--- src/rtl/ifetch_pkg.sv ---
// Shared types and helpers for the queued instruction fetch stage.
package ifetch_pkg;

   localparam logic [31:0] NOP_INSTR = 32'h0000_0013;

   // Default queue entry at XLEN=32; wider builds declare their own entry type.
   typedef struct packed {
      logic [31:0] pc;
      logic [31:0] instr;
   } fetch_entry_t;

   function automatic int clog2(input int n);
      int r;
      r = 0;
      for (int v = n - 1; v > 0; v = v >> 1) r++;
      return r;
   endfunction

endpackage

--- src/rtl/ifetch_fifo.sv ---
// Power-of-two FIFO with a synchronous flush.
// Pointers carry one extra wrap bit so that full and empty can be told apart.
module ifetch_fifo
   import ifetch_pkg::*;
#(
   parameter int  DEPTH   = 4,
   parameter type entry_t = fetch_entry_t
) (
   input  logic                    clk,
   input  logic                    reset,
   input  logic                    flush,
   input  logic                    push,
   input  entry_t                  push_data,
   input  logic                    pop,
   output entry_t                  head,
   output logic                    empty,
   output logic [clog2(DEPTH):0]   count
);

   localparam int AW = clog2(DEPTH);
   localparam logic [AW:0] PTR_ONE = (AW + 1)'(1);

   entry_t mem [DEPTH];
   logic [AW:0] wptr;
   logic [AW:0] rptr;
   logic        full;
   logic        do_push;
   logic        do_pop;

   assign empty   = (wptr == rptr);
   assign full    = (wptr[AW] != rptr[AW]) && (wptr[AW-1:0] == rptr[AW-1:0]);
   assign count   = wptr - rptr;
   assign head    = mem[rptr[AW-1:0]];
   assign do_push = push && !full;
   assign do_pop  = pop && !empty;

   always_ff @(posedge clk or posedge reset) begin
      if (reset) begin
         wptr <= '0;
         rptr <= '0;
      end else if (flush) begin
         wptr <= '0;
         rptr <= '0;
      end else begin
         if (do_push) wptr <= wptr + PTR_ONE;
         if (do_pop)  rptr <= rptr + PTR_ONE;
      end
   end

   always_ff @(posedge clk) begin
      if (do_push && !flush) mem[wptr[AW-1:0]] <= push_data;
   end

endmodule

--- src/rtl/ifetch_queue_stage.sv ---
// Decoupled fetch stage: credit-limited imem requests, tag FIFO, instruction queue, decode register.
// Define IFETCH_MISALIGN_CHK_EN to add MisalignD and trap misaligned redirect targets.
module ifetch_queue_stage
   import ifetch_pkg::*;
#(
   parameter int               XLEN      = 32,
   parameter logic [XLEN-1:0]  RESET_PC  = '0,
   parameter int               QDEPTH    = 4,
   parameter int               MAX_OUTST = 2
) (
   input  logic              clk,
   input  logic              reset,
   input  logic              PCSrcE,
   input  logic [XLEN-1:0]   PCTargetE,
   input  logic              StallD,
   output logic              imem_req,
   output logic [XLEN-1:0]   imem_addr,
   input  logic              imem_gnt,
   input  logic              imem_rvalid,
   input  logic [31:0]       imem_rdata,
   output logic [31:0]       InstrD,
   output logic [XLEN-1:0]   PCD,
   output logic [XLEN-1:0]   PCPlus4D,
`ifdef IFETCH_MISALIGN_CHK_EN
   output logic              MisalignD,
`endif
   output logic              ValidD
);

   localparam int CW = clog2(QDEPTH) + 1;
   localparam logic [CW:0]   QD_C  = (CW + 1)'(QDEPTH);
   localparam logic [CW-1:0] MO_C  = CW'(MAX_OUTST);
   localparam logic [CW-1:0] ONE_C = CW'(1);
   localparam logic [XLEN-1:0] FOUR = XLEN'(4);

   typedef struct packed {
      logic [XLEN-1:0] pc;
      logic [31:0]     instr;
   } entry_t;

   logic [XLEN-1:0] pcf;
   logic [XLEN-1:0] target;
   logic [XLEN-1:0] tag_head;
   logic [CW-1:0]   q_count;
   logic [CW-1:0]   t_count;
   logic [CW-1:0]   drop;
   logic [CW-1:0]   outst;
   entry_t          q_head;
   entry_t          q_in;
   logic            q_empty;
   logic            t_empty;
   logic            fire;
   logic            live_rsp;
   logic            keep;
   logic            tag_pop;
   logic            pop_q;
   logic            halted;
   logic            mis_load;

   // Every in-flight request is either tagged (will be kept) or counted in drop.
   assign outst     = t_count + drop;
   assign live_rsp  = imem_rvalid && (drop == '0);
   assign keep      = live_rsp && !PCSrcE;
   assign tag_pop   = live_rsp && !t_empty;
   assign pop_q     = !PCSrcE && !StallD && !q_empty && !mis_load;
   assign q_in      = '{pc: tag_head, instr: imem_rdata};

   assign imem_addr = pcf;
   assign imem_req  = !reset && !PCSrcE && !halted && (outst < MO_C) &&
                      (({1'b0, q_count} + {1'b0, outst}) < QD_C);
   assign fire      = imem_req && imem_gnt;

`ifdef IFETCH_MISALIGN_CHK_EN
   logic mis_pend;

   assign target   = PCTargetE;
   assign mis_load = mis_pend;

   // A misaligned redirect parks fetch until the next redirect and reports once at D.
   always_ff @(posedge clk or posedge reset) begin
      if (reset) begin
         halted    <= 1'b0;
         mis_pend  <= 1'b0;
         MisalignD <= 1'b0;
      end else if (PCSrcE) begin
         halted    <= |PCTargetE[1:0];
         mis_pend  <= |PCTargetE[1:0];
         MisalignD <= 1'b0;
      end else if (!StallD) begin
         MisalignD <= mis_pend;
         mis_pend  <= 1'b0;
      end
   end
`else
   assign target   = PCTargetE & ~XLEN'(3);
   assign halted   = 1'b0;
   assign mis_load = 1'b0;
`endif

   ifetch_fifo #(
      .DEPTH   (QDEPTH),
      .entry_t (logic [XLEN-1:0])
   ) u_tag_fifo (
      .clk       (clk),
      .reset     (reset),
      .flush     (PCSrcE),
      .push      (fire),
      .push_data (pcf),
      .pop       (tag_pop),
      .head      (tag_head),
      .empty     (t_empty),
      .count     (t_count)
   );

   ifetch_fifo #(
      .DEPTH   (QDEPTH),
      .entry_t (entry_t)
   ) u_instr_q (
      .clk       (clk),
      .reset     (reset),
      .flush     (PCSrcE),
      .push      (keep),
      .push_data (q_in),
      .pop       (pop_q),
      .head      (q_head),
      .empty     (q_empty),
      .count     (q_count)
   );

   always_ff @(posedge clk or posedge reset) begin
      if (reset) begin
         pcf  <= RESET_PC;
         drop <= '0;
      end else if (PCSrcE) begin
         pcf  <= target;
         drop <= outst - CW'(imem_rvalid);
      end else begin
         if (fire) pcf <= pcf + FOUR;
         if (imem_rvalid && (drop != '0)) drop <= drop - ONE_C;
      end
   end

   always_ff @(posedge clk or posedge reset) begin
      if (reset) begin
         ValidD   <= 1'b0;
         InstrD   <= NOP_INSTR;
         PCD      <= '0;
         PCPlus4D <= '0;
      end else if (PCSrcE) begin
         ValidD   <= 1'b0;
         InstrD   <= NOP_INSTR;
      end else if (!StallD) begin
         if (mis_load) begin
            ValidD   <= 1'b1;
            InstrD   <= NOP_INSTR;
            PCD      <= pcf;
            PCPlus4D <= pcf + FOUR;
         end else if (!q_empty) begin
            ValidD   <= 1'b1;
            InstrD   <= q_head.instr;
            PCD      <= q_head.pc;
            PCPlus4D <= q_head.pc + FOUR;
         end else begin
            ValidD   <= 1'b0;
            InstrD   <= NOP_INSTR;
         end
      end
   end

endmodule

--- config.mk ---
export PLATFORM = sky130hd
export DESIGN_NAME = ifetch_queue_stage
export DESIGN_NICKNAME = d
export VERILOG_FILES = /design/src/rtl/ifetch_pkg.sv /design/src/rtl/ifetch_fifo.sv /design/src/rtl/ifetch_queue_stage.sv
export SDC_FILE = /design/constraint.sdc
export NUM_CORES = 1
export LEC_CHECK = 0
export BUFFER_PORTS_ARGS = -buffer_cell sky130_fd_sc_hd__buf_2
export CELL_PAD_IN_SITES_DETAIL_PLACEMENT = 1
export CELL_PAD_IN_SITES_GLOBAL_PLACEMENT = 2
export CORE_AREA = 2 2 313 160
export DETAILED_ROUTE_END_ITERATION = 8
export DIE_AREA = 0 0 315 162
export PLACE_DENSITY_LB_ADDON = 0.1
export SLEW_MARGIN = 30
export SYNTH_ARGS = -nofsm -noshare
export SYNTH_HDL_FRONTEND = slang
export SYNTH_HIERARCHICAL = 1
export SYNTH_SLANG_ARGS = --single-unit
--- constraint.sdc ---
create_clock -name clk -period 6.45 [get_ports clk]
set_clock_uncertainty 0.1 [all_clocks]
set_input_delay 1.29 -clock clk [delete_from_list [all_inputs] [get_ports clk]]
set_output_delay 1.29 -clock clk [all_outputs]
set_load 0.02 [all_outputs]
==> flow_summary.yaml <==
outcome:
  status: "finished, final reports clean"
synth:
  synth_edf_count: 384
  netlist_instances: 1274
  ys_async_sr_fraction_pct: 26.72
  synth_cell_type_count: 66
  synth_seq_cells: 524
  yosysSeqAreaShare_pct: 71.26
  synth_area_um2: 21100
  synth_ff_type: "edfxtp_1"
  avgSynthCellArea_um2: 16.57
  synth_warnings: 6
floorplan:
  die_area_um2: 51030
  die_height_um: 162
  num_rows: 57
  die_w_um: 315
  core_um2: 48140
  io_pins: 200
  start_util_pct: 43.84
clocking:
  path_clk_slew_ns: 0.07
  root_buffer: "clkbuf_16"
  post_cts_resize_count: 0
  cts.sinks: 524
  cts_tree: "yes"
  cts_made_buffers: 46
  clk_latency_ns: 0.55
  cts_buffer_depth: 3
  cts_setup_buffers: 0
  postCtsHoldBufs: 0
  cts_htree_levels: 2
cells_and_area:
  drive_above_1_share_pct: 26.90
  n_fill_cell: 4655
  nets: 1577
  areaGrowthSynthToFinish_pct: 15.73
  utilization_pct: 50.73
power:
  seqPwrFrac_pct: 46.3
  pwr-share-comb_pct: 22.4
  swShare_pct: 29.74
  peakVddDrop_mv: 0.1908
  clkPwrFrac_pct: 31.3
  p_per_area_nw_per_um2: 375.4
  p_switching_w: 0.002726
  internal_power_w: 0.006441
  p_leak_nw: 8.953
global_route:
  met2_usage_pct: 32.05
  grt_max_degree: 97
  gr-total-overflow: 0
  met3_usage_pct: 3.230
  grt_use_met1_pct: 27.87
  track_usage_pct: 19.60
  grt_pass1_wl_mm: 76.62
  top_usage_layer: "met2"
  antenna_found_initial: 2
  first_global_vias: 12790
worst_setup_path:
  regToRegEndpoint: "u_tag_fifo/mem[2][1]"
  crit_path_start_kind: "flop"
  cp.arrival_ns: 4.28
  cp_data_required_time_ns: 5.06
  ff2ff_path_depth: 16
  crit_type: "reg -> out"
  end_kind: "output pin"
  reg2reg_slack_ns: 0.92
  path_max_fanout: 6
  timing.rr.start: "u_tag_fifo/wptr[0]"
detailed_routing:
  drtIter0Drc: 974
  drcViolationCount: 0
  via_count: 11840
  viasPerCell: 5.461
  antenna_left: 0
  routedWlPerCell_um: 22.71
  wl_mm: 49.21
  dr.pass1.iters: 7
flow_run:
  max-cap-violations: 0
sta:
  fin_crit_sh_pct: 87.91
  drv_slew: 0
  setup_violations: 0
  rsz0062_at_grt: "no"
  min_period_ns: 5.670
  tightest_slew_ns: 0.9570
  slew_headroom_pct: 36.03
  clock.fmax_mhz: 176.4
  hold_viol: 0
  fin_setup_tns_ns: 0
worst_hold_path:
  hold_class: "reg -> reg"
  hold_start: "PCD[27]"
  min_path_cells: 2
  worstHoldEndpoint: "PCD[27]"
placed_design:
  port_buffers: 195
  hpwl_mm: 31.39
  gp_congestion: 0.7927
## power groups by stage
| stage | registers (W) | logic (W) | clock network, W |
|---|---|---|---|
| 2_1_floorplan | 0.00450 | 0.00119 | 0 |
| 3_3_place_gp | 0.00431 | 0.00203 | 0 |
| 3_5_place_dp | 0.00433 | 0.00209 | 0 |
| 4_1_cts | 0.00426 | 0.00210 | 0.00295 |
| 5_1_grt | 0.00429 | 0.00225 | 0.00308 |
| 6_report | 0.00425 | 0.00205 | 0.00287 |
## flip-flops by register name (all words and copies together) (netlist names)
signal and flops:
imem_addr 30, PCPlus4D 30, u_instr_q/rptr 3, u_instr_q/mem 256, ValidD 1, u_tag_fifo/rptr 3, u_instr_q/wptr 3, drop 3
PCD 32, InstrD 32, u_tag_fifo/mem 128, u_tag_fifo/wptr 3
## cell usage after synthesis (4+ instances only)
library cell / n / area (um^2)
a22o_1: 29 / 254.0
inv_1: 29 / 108.9
nor2b_1: 5 / 31.28
ha_1: 23 / 287.8
or3_1: 15 / 93.84
clkbuf_1: 38 / 142.6
a21o_1: 5 / 37.54
buf_2: 8 / 40.04
and3_1: 16 / 100.1
buf_6: 7 / 78.83
a221o_1: 6 / 60.06
xnor2_1: 14 / 122.6
xor2_1: 19 / 166.4
nand4_1: 19 / 118.9
dfrtp_1: 137 / 3428
nor3b_1: 9 / 67.56
a21oi_1: 10 / 50.05
nand3_1: 29 / 145.1
buf_4: 10 / 75.07
nand3b_1: 4 / 30.03
nand4b_1: 4 / 35.03
o311ai_0: 4 / 35.03
or4_1: 6 / 45.04
nor2_1: 29 / 108.9
nor3_1: 11 / 55.05
nor4_1: 7 / 43.79
a31oi_1: 22 / 137.6
and4_1: 6 / 52.55
o21ai_0: 55 / 275.3
edfxtp_1: 384 / 11530
mux4_2: 96 / 2162
o211ai_1: 4 / 30.03
nand2_1: 163 / 611.8
## kinds of logic (layout without fill, tap and decap cells)
family,after synthesis,after routing,share of synthesized area (%)
DFF,524,524,71.26
buffers and inverters,97,331,2.205
adders and majority gates,26,26,1.648
AOI/OAI and AO/OA,151,151,4.790
xor gates and xnor gates,36,36,1.630
and+or+nand+nor,339,339,8.004
other,1,11,0.01777
muxes,100,100,10.45
## layer usage
layer	part of all wire [%]	routed length, um
met2	48	23590
met5	0	0
met1	46	22800
met4	1.6	801
met3	4.1	2022
## per-stage QoR
step	instances	setup WS [ns]	area, um^2	hold slack [ns]	power (W)
floorplan	1283	1.208	21140	0.4278	0.005687
global placement	2079	1.052	22770	0.3574	0.006332
detailed placement	2081	0.8822	22830	0.3572	0.006416
CTS	2165	0.7244	24390	0.3726	0.009299
global route	2167	0.5997	24420	0.3892	0.009624
finish	2167	0.7799	24420	0.3676	0.009168
## cell usage in the layout (no fill, tap or decap), types with 8 or more instances in the layout
cell type | netlist | routed
clkinv_1 | 1 | 8
clkbuf_16 | 0 | 49
nand4_1 | 19 | 19
edfxtp_1 | 384 | 384
nor3b_1 | 9 | 9
ha_1 | 23 | 23
a22o_1 | 29 | 29
a21oi_1 | 10 | 10
dfrtp_1 | 137 | 134
clkbuf_1 | 38 | 9
or3_1 | 15 | 14
clkinv_2 | 1 | 10
buf_4 | 10 | 15
nor3_1 | 11 | 11
xnor2_1 | 14 | 14
and3_1 | 16 | 12
a31oi_1 | 22 | 22
nand3_1 | 29 | 29
inv_1 | 29 | 28
o21ai_0 | 55 | 55
nor2_1 | 29 | 29
nand2_1 | 163 | 163
buf_2 | 8 | 195
conb_1 | 1 | 10
xor2_1 | 19 | 19
mux4_2 | 96 | 96
## final cells by class
class	count	area [um^2]	share of cell area, %
Antenna cell	1	2.502	0.01025
Clock buffer	58	1260	5.159
Clock inverter	26	301.5	1.235
Inverter	32	128.9	0.5277
Multi-Input combinational cell	662	5669	23.21
Sequential cell	524	15050	61.61
Tap cell	649	812.0	3.325
Timing Repair Buffer	215	1202	4.923
## worst max-delay path: stages, from the launching register on
cell	delay (ns)
dfrtp_1	0.43
inv_1	0.15
ha_1	0.17
inv_1	0.05
fa_1	0.48
inv_1	0.06
fa_1	0.42
xnor3_1	0.31
ha_1	0.26
or4b_1	0.51
or4b_4	0.57
clkinv_2	0.14
buf_2	0.19
## worst max path at each step
stage / start / endpoint / slack, ns / depth (start not counted)
6_report: u_tag_fifo/wptr[0] / imem_req / 0.78 / 12
3_3_place_gp: u_tag_fifo/wptr[0] / u_tag_fifo/mem[2][3] / 1.05 / 16
4_1_cts: u_tag_fifo/wptr[0] / imem_req / 0.72 / 12
3_5_place_dp: u_tag_fifo/wptr[0] / u_tag_fifo/mem[2][3] / 0.88 / 16
2_1_floorplan: u_tag_fifo/wptr[0] / u_tag_fifo/mem[0][0] / 1.21 / 15
5_1_grt: u_tag_fifo/wptr[0] / imem_req / 0.60 / 12
Power figures use the tool's default switching activity.
